**src/rtl/mulacc_l2_cfu_if.sv**
```systemverilog
// Request/response bundle of the multiply-accumulate CFU.
// resp_status codes: 0 OK, 1 ERROR_FUNC, 2 ERROR_STATE, 3 ERROR_OFF.
interface mulacc_l2_cfu_if #(
  parameter int FUNC_W  = 10,
  parameter int STATE_W = 2,
  parameter int DATA_W  = 32
);
  logic               req_valid;
  logic               req_ready;
  logic [FUNC_W-1:0]  req_func;
  logic [STATE_W-1:0] req_state;
  logic [DATA_W-1:0]  req_data0;
  logic [DATA_W-1:0]  req_data1;
  logic               resp_valid;
  logic               resp_ready;
  logic [1:0]         resp_status;
  logic [DATA_W-1:0]  resp_data;

  modport master (
    output req_valid, req_func, req_state, req_data0, req_data1, resp_ready,
    input  req_ready, resp_valid, resp_status, resp_data
  );

  modport slave (
    input  req_valid, req_func, req_state, req_data0, req_data1, resp_ready,
    output req_ready, resp_valid, resp_status, resp_data
  );
endinterface

```
**src/rtl/mulacc_l2_cfu.sv**
```systemverilog
// Multi-context multiply-accumulate CFU with an iterative shift-add multiplier
// retiring BITS_PER_CYCLE multiplier bits per clock.
module mulacc_l2_cfu #(
  parameter int CFU_N_STATES   = 4,
  parameter int CFU_FUNC_ID_W  = 10,
  parameter int CFU_DATA_W     = 32,
  parameter int BITS_PER_CYCLE = 4
) (
  input  logic           clk,
  input  logic           rst_n,
  input  logic           clk_en,
  mulacc_l2_cfu_if.slave cfu
);
  localparam int DW    = CFU_DATA_W;
  localparam int BPC   = BITS_PER_CYCLE;
  localparam int K     = DW / BPC;
  localparam int CNT_W = (K > 1) ? $clog2(K) : 1;
  localparam int IDX_W = (CFU_N_STATES > 1) ? $clog2(CFU_N_STATES) : 1;
  localparam logic [IDX_W:0] N_LIM = (IDX_W + 1)'(CFU_N_STATES);

  localparam logic [CFU_FUNC_ID_W-1:0] F_MUL          = CFU_FUNC_ID_W'(0);
  localparam logic [CFU_FUNC_ID_W-1:0] F_MULACC       = CFU_FUNC_ID_W'(1);
  localparam logic [CFU_FUNC_ID_W-1:0] F_MULSUB       = CFU_FUNC_ID_W'(2);
  localparam logic [CFU_FUNC_ID_W-1:0] F_WRITE_STATE  = CFU_FUNC_ID_W'(1020);
  localparam logic [CFU_FUNC_ID_W-1:0] F_READ_STATE   = CFU_FUNC_ID_W'(1021);
  localparam logic [CFU_FUNC_ID_W-1:0] F_WRITE_STATUS = CFU_FUNC_ID_W'(1022);
  localparam logic [CFU_FUNC_ID_W-1:0] F_READ_STATUS  = CFU_FUNC_ID_W'(1023);

  localparam logic [1:0] CS_OFF = 2'd0, CS_INIT = 2'd1, CS_DIRTY = 2'd3;
  localparam logic [1:0] STS_OK = 2'd0, STS_FUNC = 2'd1, STS_STATE = 2'd2, STS_OFF = 2'd3;

  typedef enum logic [1:0] {ST_IDLE, ST_MUL, ST_RESP} state_e;

  // CSW layout: cs in [1:0], state_size (always 1 word) in [31:22].
  function automatic logic [DW-1:0] make_csw(input logic [1:0] cs);
    logic [DW-1:0] w;
    w        = '0;
    w[1:0]   = cs;
    w[31:22] = 10'd1;
    return w;
  endfunction

  state_e                   state_q, state_d;
  logic [CFU_FUNC_ID_W-1:0] func_q, func_d;
  logic [IDX_W-1:0]         idx_q, idx_d;
  logic [DW-1:0]            mcand_q, mcand_d;
  logic [DW-1:0]            mplier_q, mplier_d;
  logic [DW-1:0]            prod_q, prod_d;
  logic [CNT_W-1:0]         cnt_q, cnt_d;
  logic [1:0]               resp_status_q, resp_status_d;
  logic [DW-1:0]            resp_data_q, resp_data_d;
  logic                     ready_q, ready_d;
  logic [1:0]               cs_q [CFU_N_STATES];
  logic [1:0]               cs_d [CFU_N_STATES];
  logic [CFU_N_STATES-1:0]  zf_q, zf_d;

  // Accumulator storage is never reset; the zero flags mask stale contents.
  logic [DW-1:0]            acc_mem [CFU_N_STATES];
  logic                     acc_we;
  logic [IDX_W-1:0]         acc_widx;
  logic [DW-1:0]            acc_wdata;

  logic                     req_ready_int, accept, state_ok, req_is_mul, req_known;
  logic [1:0]               req_cs, req_err;
  logic [DW-1:0]            req_acc, mul_acc, new_acc, pp_sum;
  logic [DW-1:0]            pp_term [BPC];

  for (genvar gi = 0; gi < BPC; gi++) begin : g_pp
    assign pp_term[gi] = mplier_q[gi] ? (mcand_q << gi) : '0;
  end

  always_comb begin
    pp_sum = '0;
    for (int i = 0; i < BPC; i++) pp_sum = pp_sum + pp_term[i];
  end

  assign req_ready_int = ready_q && (state_q == ST_IDLE);
  assign accept        = cfu.req_valid && req_ready_int && clk_en;
  assign state_ok      = {1'b0, cfu.req_state} < N_LIM;
  assign req_cs        = state_ok ? cs_q[cfu.req_state] : CS_OFF;
  assign req_acc       = zf_q[cfu.req_state] ? '0 : acc_mem[cfu.req_state];
  assign mul_acc       = zf_q[idx_q] ? '0 : acc_mem[idx_q];
  assign req_is_mul    = (cfu.req_func == F_MUL) || (cfu.req_func == F_MULACC) ||
                         (cfu.req_func == F_MULSUB);
  assign req_known     = req_is_mul || (cfu.req_func == F_WRITE_STATE) ||
                         (cfu.req_func == F_READ_STATE) || (cfu.req_func == F_WRITE_STATUS) ||
                         (cfu.req_func == F_READ_STATUS);

  always_comb begin
    req_err = STS_OK;
    if (!state_ok)
      req_err = STS_STATE;
    else if (req_cs == CS_OFF && cfu.req_func != F_WRITE_STATUS && cfu.req_func != F_READ_STATUS)
      req_err = STS_OFF;
    else if (!req_known)
      req_err = STS_FUNC;
  end

  always_comb begin
    state_d       = state_q;
    func_d        = func_q;
    idx_d         = idx_q;
    mcand_d       = mcand_q;
    mplier_d      = mplier_q;
    prod_d        = prod_q;
    cnt_d         = cnt_q;
    resp_status_d = resp_status_q;
    resp_data_d   = resp_data_q;
    ready_d       = ready_q;
    cs_d          = cs_q;
    zf_d          = zf_q;
    acc_we        = 1'b0;
    acc_widx      = idx_q;
    acc_wdata     = prod_q;
    new_acc       = '0;
    if (clk_en) begin
      ready_d = 1'b1;
      unique case (state_q)
        ST_IDLE: begin
          if (accept) begin
            func_d = cfu.req_func;
            idx_d  = cfu.req_state;
            if (req_err == STS_OK && req_is_mul) begin
              state_d  = ST_MUL;
              mcand_d  = cfu.req_data0;
              mplier_d = cfu.req_data1;
              prod_d   = '0;
              cnt_d    = '0;
            end else begin
              // Single-cycle functions commit on the accept edge itself.
              state_d       = ST_RESP;
              resp_status_d = req_err;
              resp_data_d   = '0;
              if (req_err == STS_OK) begin
                case (cfu.req_func)
                  F_WRITE_STATE: begin
                    acc_we                 = 1'b1;
                    acc_widx               = cfu.req_state;
                    acc_wdata              = cfu.req_data0;
                    zf_d[cfu.req_state]    = 1'b0;
                    cs_d[cfu.req_state]    = CS_DIRTY;
                    resp_data_d            = cfu.req_data0;
                  end
                  F_READ_STATE: resp_data_d = req_acc;
                  F_WRITE_STATUS: begin
                    resp_data_d         = make_csw(req_cs);
                    cs_d[cfu.req_state] = cfu.req_data0[1:0];
                    if (cfu.req_data0[1:0] == CS_OFF || cfu.req_data0[1:0] == CS_INIT)
                      zf_d[cfu.req_state] = 1'b1;
                  end
                  default: resp_data_d = make_csw(req_cs);
                endcase
              end
            end
          end
        end
        ST_MUL: begin
          prod_d   = prod_q + pp_sum;
          mcand_d  = mcand_q << BPC;
          mplier_d = mplier_q >> BPC;
          cnt_d    = cnt_q + 1'b1;
          if (cnt_q == CNT_W'(K - 1)) begin
            if (func_q == F_MUL)         new_acc = prod_d;
            else if (func_q == F_MULACC) new_acc = mul_acc + prod_d;
            else                         new_acc = mul_acc - prod_d;
            acc_we        = 1'b1;
            acc_widx      = idx_q;
            acc_wdata     = new_acc;
            zf_d[idx_q]   = 1'b0;
            cs_d[idx_q]   = CS_DIRTY;
            resp_status_d = STS_OK;
            resp_data_d   = new_acc;
            state_d       = ST_RESP;
          end
        end
        ST_RESP: begin
          if (cfu.resp_ready) state_d = ST_IDLE;
        end
        default: state_d = ST_IDLE;
      endcase
    end
  end

  always_ff @(posedge clk or negedge rst_n) begin
    if (!rst_n) begin
      state_q       <= ST_IDLE;
      func_q        <= '0;
      idx_q         <= '0;
      mcand_q       <= '0;
      mplier_q      <= '0;
      prod_q        <= '0;
      cnt_q         <= '0;
      resp_status_q <= STS_OK;
      resp_data_q   <= '0;
      ready_q       <= 1'b0;
      zf_q          <= '1;
      for (int i = 0; i < CFU_N_STATES; i++) cs_q[i] <= CS_INIT;
    end else begin
      state_q       <= state_d;
      func_q        <= func_d;
      idx_q         <= idx_d;
      mcand_q       <= mcand_d;
      mplier_q      <= mplier_d;
      prod_q        <= prod_d;
      cnt_q         <= cnt_d;
      resp_status_q <= resp_status_d;
      resp_data_q   <= resp_data_d;
      ready_q       <= ready_d;
      zf_q          <= zf_d;
      cs_q          <= cs_d;
    end
  end

  always_ff @(posedge clk) begin
    if (acc_we) acc_mem[acc_widx] <= acc_wdata;
  end

  assign cfu.req_ready   = req_ready_int;
  assign cfu.resp_valid  = (state_q == ST_RESP);
  assign cfu.resp_status = resp_status_q;
  assign cfu.resp_data   = resp_data_q;
endmodule
```
**src/flat_wrapper.sv**
```systemverilog
// flat-port wrapper written by rule: the top's interface ports become plain ports
module mulacc_l2_cfu_flat 
#(
  parameter int CFU_N_STATES   = 4,
  parameter int CFU_FUNC_ID_W  = 10,
  parameter int CFU_DATA_W     = 32,
  parameter int BITS_PER_CYCLE = 4
)
  (clk, rst_n, clk_en, cfu_req_valid, cfu_req_func, cfu_req_state, cfu_req_data0, cfu_req_data1, cfu_resp_ready, cfu_req_ready, cfu_resp_valid, cfu_resp_status, cfu_resp_data);
  mulacc_l2_cfu_if cfu_i ();
  input  logic clk;
  input  logic rst_n;
  input  logic clk_en;
  input wire logic [$bits(cfu_i.req_valid)-1:0] cfu_req_valid;
  input wire logic [$bits(cfu_i.req_func)-1:0] cfu_req_func;
  input wire logic [$bits(cfu_i.req_state)-1:0] cfu_req_state;
  input wire logic [$bits(cfu_i.req_data0)-1:0] cfu_req_data0;
  input wire logic [$bits(cfu_i.req_data1)-1:0] cfu_req_data1;
  input wire logic [$bits(cfu_i.resp_ready)-1:0] cfu_resp_ready;
  output wire logic [$bits(cfu_i.req_ready)-1:0] cfu_req_ready;
  output wire logic [$bits(cfu_i.resp_valid)-1:0] cfu_resp_valid;
  output wire logic [$bits(cfu_i.resp_status)-1:0] cfu_resp_status;
  output wire logic [$bits(cfu_i.resp_data)-1:0] cfu_resp_data;
  assign cfu_i.req_valid = cfu_req_valid;
  assign cfu_i.req_func = cfu_req_func;
  assign cfu_i.req_state = cfu_req_state;
  assign cfu_i.req_data0 = cfu_req_data0;
  assign cfu_i.req_data1 = cfu_req_data1;
  assign cfu_i.resp_ready = cfu_resp_ready;
  assign cfu_req_ready = cfu_i.req_ready;
  assign cfu_resp_valid = cfu_i.resp_valid;
  assign cfu_resp_status = cfu_i.resp_status;
  assign cfu_resp_data = cfu_i.resp_data;
  mulacc_l2_cfu #(.CFU_N_STATES(CFU_N_STATES), .CFU_FUNC_ID_W(CFU_FUNC_ID_W), .CFU_DATA_W(CFU_DATA_W), .BITS_PER_CYCLE(BITS_PER_CYCLE)) u_core (.clk(clk), .rst_n(rst_n), .clk_en(clk_en), .cfu(cfu_i));
endmodule
```
**config.mk**
```make
export PLATFORM = sky130hd
export DESIGN_NAME = mulacc_l2_cfu_flat
export DESIGN_NICKNAME = d
export VERILOG_FILES = /design/src/rtl/mulacc_l2_cfu_if.sv /design/src/rtl/mulacc_l2_cfu.sv /design/src/flat_wrapper.sv
export SDC_FILE = /design/constraint.sdc
export NUM_CORES = 1
export LEC_CHECK = 0
export ABC_CLOCK_PERIOD_IN_PS = 9400
export CAP_MARGIN = 20
export CORE_UTILIZATION = 35
export DETAILED_ROUTE_END_ITERATION = 12
export PLACE_DENSITY = 0.6
export SETUP_SLACK_MARGIN = 0.1
export SLEW_MARGIN = 20
export SYNTH_ARGS = -nofsm -noshare
export SYNTH_HDL_FRONTEND = slang
export SYNTH_SLANG_ARGS = --single-unit
```
**constraint.sdc**
```tcl
create_clock -name clk -period 9.4 [get_ports clk]
set_clock_uncertainty 0.15 [all_clocks]
set_input_delay 1.88 -clock clk [delete_from_list [all_inputs] [get_ports clk]]
set_output_delay 1.88 -clock clk [all_outputs]
set_load 0.01 [all_outputs]
```
==> results.md, run 1 <==
* Status: finished, final reports clean
* Crit Path Max Fanout at 32
* 1st-iter DRT viols at 1473
* Worst Hold Class: register to register
* Top-area cell type share of the netlist area at a little under a fifth
* Die height at approximately 250 um
* GP Congestion at between 0.9 and 1
* Most area-hungry cell type in the Yosys netlist: edfxtp_1
* Post-DP HPWL at ~46000 um
* CTS Buffer Depth at 3
* Post-layout min period at approximately 8.6 ns
* Starting Density at between 30% and 40%
* Post-CTS setup buffers at 0
* Overflow after GRT at 0
* Post-synth EDFFs at approximately 130
* H-tree level count at 2
* Inserted Diodes at 0
* DRC viols at 0
* Pre-Repair DR Iteration Count at 7
* Most used cell, CP: fa_1
* Layout area overhead at 14.86%
* CTS tree: yes
* Place WS at between 0.6 and 0.7 ns
* Relative slew slack at between 30% and 40%
* Synth cell count leaders: nand2_1 (227), o21ai_0 (165), dfrtp_1 (152)
* Row cnt at about 90
* Final setup vio count at 0
* I/O pins at roughly 120
* Initial antenna violation count at 0
* Seq/Total Area, Yosys at 37.83%
* Reg clk slew, reported paths at 0.06 ns
* Max-Cap Viols at 0
* Clock sink total at 288
* Detailed-route vias per instance at 5.547
* Kind of critical path: register to register
* Core footprint at 58140 sq um
* Post-DRT Antenna Nets at 0
* Port bufs at roughly 120
* #FFs+latches synth at between 200 and 300
* Root buf cell: clkbuf_16
* RSZ-0062 raised after global routing: false
* Nature of the critical path endpoint: register
* Tcrit/Tclk final at around 90%
* Fmax at around 0.12 GHz
* Cell variety after synth at slightly above 90
* Final hold violations at 0
* Final WL at around 63000 um
* Die Width at 245.6 um
* CTS hold repair buffers at 0
* Die area at ~60000 sq um
* Pwr dens at roughly 130 nW/um^2
* Via count at between 15k and 20k
* Largest net degree at the start of global routing at 101
* Crit path largest cell delay at between 0.6 and 0.7 ns
* Top cells by area, synth: edfxtp_1 (19%), dfrtp_1 (18%), fa_1 (8.6%), mux4_2 (7.3%), nand2_1 (4.1%)
* First-pass GRT wire length at 98210 um
* Average cell area after synthesis at ~10 sq um
* Final nets at 2358
* Setup ws final at 0.8443 ns
* Cells after synthesis at 2054
* Number of global-route vias before repair at around 16k
* Slew at the pin closest to its max-slew limit at 1.043 ns
* CP required at 9.50 ns
* Slew Limit Fails at 0
* Resize count post-CTS at 0
* Max IR drop VDD at 0.1137 mV
* Slowest CP cell: dfrtp_2
* Netlist Area Pre-Place at ~21000 sq um
* Share of layout cells above drive strength 1 at around a tenth
* Synth warnings at 0
* Synth Net Count at roughly 2.3k
* Critical path data arrival time at roughly 8.7 ns
* Routed WL per cell at ~22 um
* Post-Route Setup TNS at 0 ns
* Worst skew pair latency at ~0.56 ns
* Total CTS buffers at 34
* Top FF cell, synth: dfrtp_1
* Count leader, synth: nand2_1
* Ys async rst share at 55.56%
* GRT Total Usage at about a fifth
* Lkg Pwr at 10.26 nW
* CP startpoint kind: register
## kinds of logic after synthesis
kind of cell               after synthesis  synth area share (%)
buffers and inverters                  256                 4.723
AOI/OAI and AO/OA                      509                 15.77
muxes                                  146                 11.17
and+or+nand+nor                        623                 14.69
DFF                                    288                 37.83
xor gates and xnor gates                78                 3.325
adders and majority gates              154                 12.49
## layer usage
metal,vias up,routed length (um),track usage (%)
li1,7456,-,-
met1,8024,27610,28.78
met2,578,28830,33.46
met3,105,5130,4.889
met4,0,1867,7.088
met5,-,0,0
## where the power goes
| group | total [W] | leakage, nW | internal (W) | switching, W |
|---|---|---|---|---|
| Combinational | 0.000470 | 6.16 | 0.000231 | 0.000239 |
| Clock | 0.00128 | 0.524 | 0.000725 | 0.000559 |
| Sequential | 0.00146 | 3.58 | 0.00139 | 0.0000709 |
| Total | 0.00322 | 10.3 | 0.00235 | 0.000869 |
## per-stage QoR
stage          utilization (%)  area [sq um]  power, W  hold slack (ns)  instances
6_report                 41.04         23860  0.003218           0.3149       2914
4_1_cts                  41.03         23850  0.003255           0.3099       2914
3_5_place_dp             39.18         22780  0.001960           0.2925       2852
5_1_grt                  41.04         23860  0.003336           0.3281       2914
2_1_floorplan                -         20770  0.001691           0.2772       2054
3_3_place_gp             39.18         22780  0.001955           0.2930       2852
## critical path: cells and delay by family, from the launching register on
family / cells / cell delay [ns]
compound gates: 9 / 2.71
simple gates: 10 / 2.22
fa+ha+maj: 5 / 2.18
flops: 1 / 0.61
xor+xnor: 2 / 0.27
buf+inv: 2 / 0.11
## cell usage in the layout (no fill, tap or decap), drive strengths merged, types with 9 or more instances in the layout
| cell type | n |
|---|---|
| and2 | 107 |
| a221oi | 15 |
| nand4 | 11 |
| nor2b | 49 |
| fa | 89 |
| and3 | 12 |
| a22oi | 34 |
| xnor2 | 52 |
| a22o | 22 |
| buf | 32 |
| mux4 | 67 |
| ha | 65 |
| clkinv | 14 |
| mux2i | 63 |
| nor3 | 15 |
| o21ai | 175 |
| dfrtp | 152 |
| mux2 | 16 |
| edfxtp | 128 |
| clkdlybuf4s50 | 113 |
| a211oi | 14 |
| nor2 | 128 |
| xor2 | 26 |
| clkbuf | 46 |
| a31oi | 18 |
| nand2b | 19 |
| nand3 | 17 |
| a21o | 29 |
| o21a | 15 |
| nand2 | 227 |
| a211o | 9 |
| inv | 145 |
| a21oi | 109 |
| nor4 | 9 |
## registers in the layout, summed over array words and instances (netlist names), named ones only
register	count
u_core.acc_mem	128
u_core.cfu.resp_data	32
u_core.mcand_q	32
u_core.mplier_q	32
u_core.prod_q	32
u_core.func_q	10
u_core.cs_q	8
u_core.cnt_q	3
u_core.cfu.resp_status	2
u_core.idx_q	2
u_core.state_q	2
u_core.ready_q	1
## layout make-up
type                    instances  area [sq um]
inverters                     144         540.5
flip-flops and latches        288          7865
repair buffers                145          1370
clock buffers                  46         958.4
well taps                     765         957.2
multi-input cells            1510         12050
clock inverters                16         115.1
fillers                      5726         34280
## path summary, 6_finish.rpt
| kind | end | depth (start not counted) | slack (ns) | from |
|---|---|---|---|---|
| min in group asynchronous | u_core.func_q[3] | 1 | 1.11 | rst_n |
| worst min-delay path | u_core.ready_q | 1 | 0.31 | u_core.ready_q |
| max in group asynchronous | u_core.mplier_q[0] | 2 | 6.75 | rst_n |
| worst min register to register | u_core.ready_q | 1 | 0.31 | u_core.ready_q |
| worst max-delay path | u_core.acc_mem[3][31] | 28 | 0.84 | u_core.mplier_q[1] |
| worst max register to register | u_core.acc_mem[3][31] | 28 | 0.84 | u_core.mplier_q[1] |
No activity file was read; power rests on OpenSTA's default activity.
==> run 2, diff against run 1 <==
--- a/config.mk
+++ b/config.mk
@@ -5,11 +5,13 @@
 export SDC_FILE = /design/constraint.sdc
 export NUM_CORES = 1
 export LEC_CHECK = 0
-export ABC_CLOCK_PERIOD_IN_PS = 9400
+export ABC_CLOCK_PERIOD_IN_PS = 11100
 export CAP_MARGIN = 20
+export CORE_MARGIN = 5
 export CORE_UTILIZATION = 35
 export DETAILED_ROUTE_END_ITERATION = 12
 export PLACE_DENSITY = 0.6
+export REMOVE_ABC_BUFFERS = 1
 export SETUP_SLACK_MARGIN = 0.1
 export SLEW_MARGIN = 20
 export SYNTH_ARGS = -nofsm -noshare
==> constraint.sdc (replaced) <==
create_clock -name clk -period 11.1 [get_ports clk]
set_clock_uncertainty 0.15 [all_clocks]
set_input_delay 2.22 -clock clk [delete_from_list [all_inputs] [get_ports clk]]
set_output_delay 2.22 -clock clk [all_outputs]
set_load 0.01 [all_outputs]
==> run 2 against run 1 <==
Final area grew 0.17%; worst setup slack better by 1.1 ns; non-clock buffer count down 2; sequential share of layout area decreased by 0.076 points; global-route usage is 1.0 points lower; critical path type unchanged; clock power shrank 12%.
==> results.md, run 2 (synthesized netlist as in run 1, its figures left out) <==
* Status: finished, final reports clean (unchanged)
* Die Width at 253.6 um (was 245.6 um)
* Resize count post-CTS at 0 (unchanged)
* Number of global-route vias before repair at 16.88k (was 16.47k)
* RSZ-0062 raised after global routing: false (unchanged)
* Overflow after GRT at 0 (unchanged)
* Detailed-route vias per instance at 5.608 (was 5.547)
* Critical path's top delay family: compound AO/OA/AOI/OAI gates (unchanged)
* Slowest CP cell: dfrtp_1 (was dfrtp_2)
* Max reg flops at 128 (unchanged)
* Total CTS buffers at 34 (unchanged)
* Slew Limit Fails at 0 (unchanged)
* Reg with most FFs: u_core.acc_mem (unchanged)
* Reg clk slew, reported paths at 0.06 ns (about the same)
* I/O pins at 117 (unchanged)
* Layout Cells excl Fill at 2919 (was 2914)
* First-pass GRT wire length at 101100 um (was 98210 um)
* Starting Density at 35.26% (was 35.73%)
* Largest net degree at the start of global routing at 101 (unchanged)
* Slew at the pin closest to its max-slew limit at 1.078 ns (was 1.043 ns)
* Die area at 64320 sq um (was 60320 sq um)
* Worst Hold Class: register to register (unchanged)
* Max IR drop VDD at 0.08086 mV (was 0.1137 mV)
* Fillcell total at 5658 (was 5726)
* Origin of the worst setup path: u_core.mplier_q[2] (was u_core.mplier_q[1])
* Crit path largest cell delay at 0.95 ns (was 0.61 ns)
* Core footprint at 58910 sq um (was 58140 sq um)
* Post-Route Setup TNS at 0 ns (unchanged)
* Max-Cap Viols at 0 (unchanged)
* Initial antenna violation count at 0 (unchanged)
* Final WL at 65650 um (was 63440 um)
* Min-delay src: u_core.ready_q (unchanged)
* CTS Buffer Depth at 3 (unchanged)
* Port bufs at 116 (unchanged)
* DRC viols at 0 (unchanged)
* Routed WL per cell at 22.49 um (was 21.77 um)
* Nature of the critical path endpoint: register (unchanged)
* Lkg Pwr at 10.29 nW (was 10.26 nW)
* Area of the multi-input gates at 12060 sq um (was 12050 sq um)
* Inserted Diodes at 0 (unchanged)
* Most used cell, CP: fa_1 (unchanged)
* Kind of critical path: register to register (unchanged)
* Final setup vio count at 0 (unchanged)
* Post-CTS setup buffers at 0 (unchanged)
* Post-layout min period at 9.167 ns (was 8.556 ns)
* Fmax at 0.1091 GHz (was 0.1169 GHz)
* Root buf cell: clkbuf_16 (unchanged)
* Via count at 16.37k (was 16.16k)
* GP Congestion at 0.8913 (was 0.9677)
* Tcrit/Tclk final at 82.58% (was 91.02%)
* Relative slew slack at 27.95% (was 30.01%)
* CP startpoint kind: register (unchanged)
* Placed Cells incl. Taps at 2857 (was 2852)
* CP required at 11.19 ns (was 9.50 ns)
* GRT Total Usage at 20.27% (was 21.28%)
* Critical R2R Launch: u_core.mplier_q[2] (was u_core.mplier_q[1])
* 1st-iter DRT viols at 1444 (was 1473)
* Row cnt at 89 (was 88)
* Post-DP HPWL at 46350 um (was 46080 um)
* Crit path buffers/inverters at 2 (unchanged)
* Final nets at 2356 (was 2358)
* Die height at 253.6 um (was 245.6 um)
* Most frequent cells in the layout: nand2_1 (227), o21ai_0 (163), dfrtp_1 (150) (was nand2_1 (227), o21ai_0 (162), dfrtp_1 (146))
* Final hold violations at 0 (unchanged)
* Clock sink total at 288 (unchanged)
* CTS tree: yes (unchanged)
* Post-DRT Antenna Nets at 0 (unchanged)
* FF+latch area at 7860 sq um (was 7865 sq um)
* H-tree level count at 2 (unchanged)
* Pwr dens at 115.7 nW/um^2 (was 134.9 nW/um^2)
* Layout area overhead at 15.05% (was 14.86%)
* Crit Path Max Fanout at 31 (was 32)
* Critical path data arrival time at 9.26 ns (was 8.65 ns)
* Commonest non-fill, non-tap cell in the layout: nand2_1 (unchanged)
* Share of layout cells above drive strength 1 at 10.07% (was 10.24%)
* Worst skew pair latency at 0.55 ns (was 0.56 ns)
* Pre-Repair DR Iteration Count at 6 (was 7)
* CTS hold repair buffers at 0 (unchanged)
-- run 2: changes by cell type in the layout (fill, tap and decap cells not counted), moves of 2 or more --
cell and change:
clkinv_8 -2, clkbuf_8 +2, dfrtp_1 +4, buf_4 -2, bufinv_16 +2, clkbuf_1 -5
dfrtp_2 -4, clkinv_2 +2
-- run 2: final cells by class --
cell class                 instances  area share (%)
sequential                       288           32.89
clock inverter                    19          0.6545
clock buffer                      42           3.990
multi-input combinational       1510           50.48
timing repair buffer             143           5.681
inverter                         144           2.262
tap                              773           4.047
-- run 2: path summary, 6_finish.rpt --
| check | endpoint | slack [ns] | cells past startpoint |
|---|---|---|---|
| min in group asynchronous | u_core.mplier_q[30] | 1.57 | 1 |
| setup / recovery | u_core.acc_mem[1][31] | 1.93 | 27 |
| max in group asynchronous | u_core.idx_q[1] | 7.75 | 2 |
| setup reg to reg | u_core.acc_mem[1][31] | 1.93 | 27 |
| hold / removal | u_core.ready_q | 0.31 | 1 |
| hold reg to reg | u_core.ready_q | 0.31 | 1 |
-- run 2: stage by stage --
| step | worst slack (ns) | hold WS, ns | util [%] | cell area (sq um) | power [W] |
|---|---|---|---|---|---|
| after CTS | 2.066 | 0.3118 | 40.55 | 23890 | 0.002806 |
| after global routing | 1.537 | 0.3231 | 40.57 | 23900 | 0.002878 |
| after detailed placement | 2.115 | 0.2961 | 38.67 | 22780 | 0.001661 |
| after global placement | 2.274 | 0.2927 | 38.67 | 22780 | 0.001654 |
| final | 1.933 | 0.3106 | 40.57 | 23900 | 0.002765 |
| after floorplan | 2.265 | 0.2772 | - | 20330 | 0.001420 |
-- run 2: report_power, final --
part / switching (W) / internal [W] / leakage, nW
Combinational: 0.000201 / 0.000196 / 6.15
Clock: 0.000469 / 0.000659 / 0.550
Sequential: 0.0000601 / 0.00118 / 3.59
Total: 0.000731 / 0.00203 / 10.3
-- run 2: routing by layer --
layer / global-route usage, % / vias to the layer above / share of wire, %
li1: - / 7446 / -
met1: 28.87 / 8222 / 44
met2: 31.57 / 595 / 45
met3: 4.442 / 108 / 8.1
met4: 5.462 / 0 / 2.6
met5: 0 / - / 0
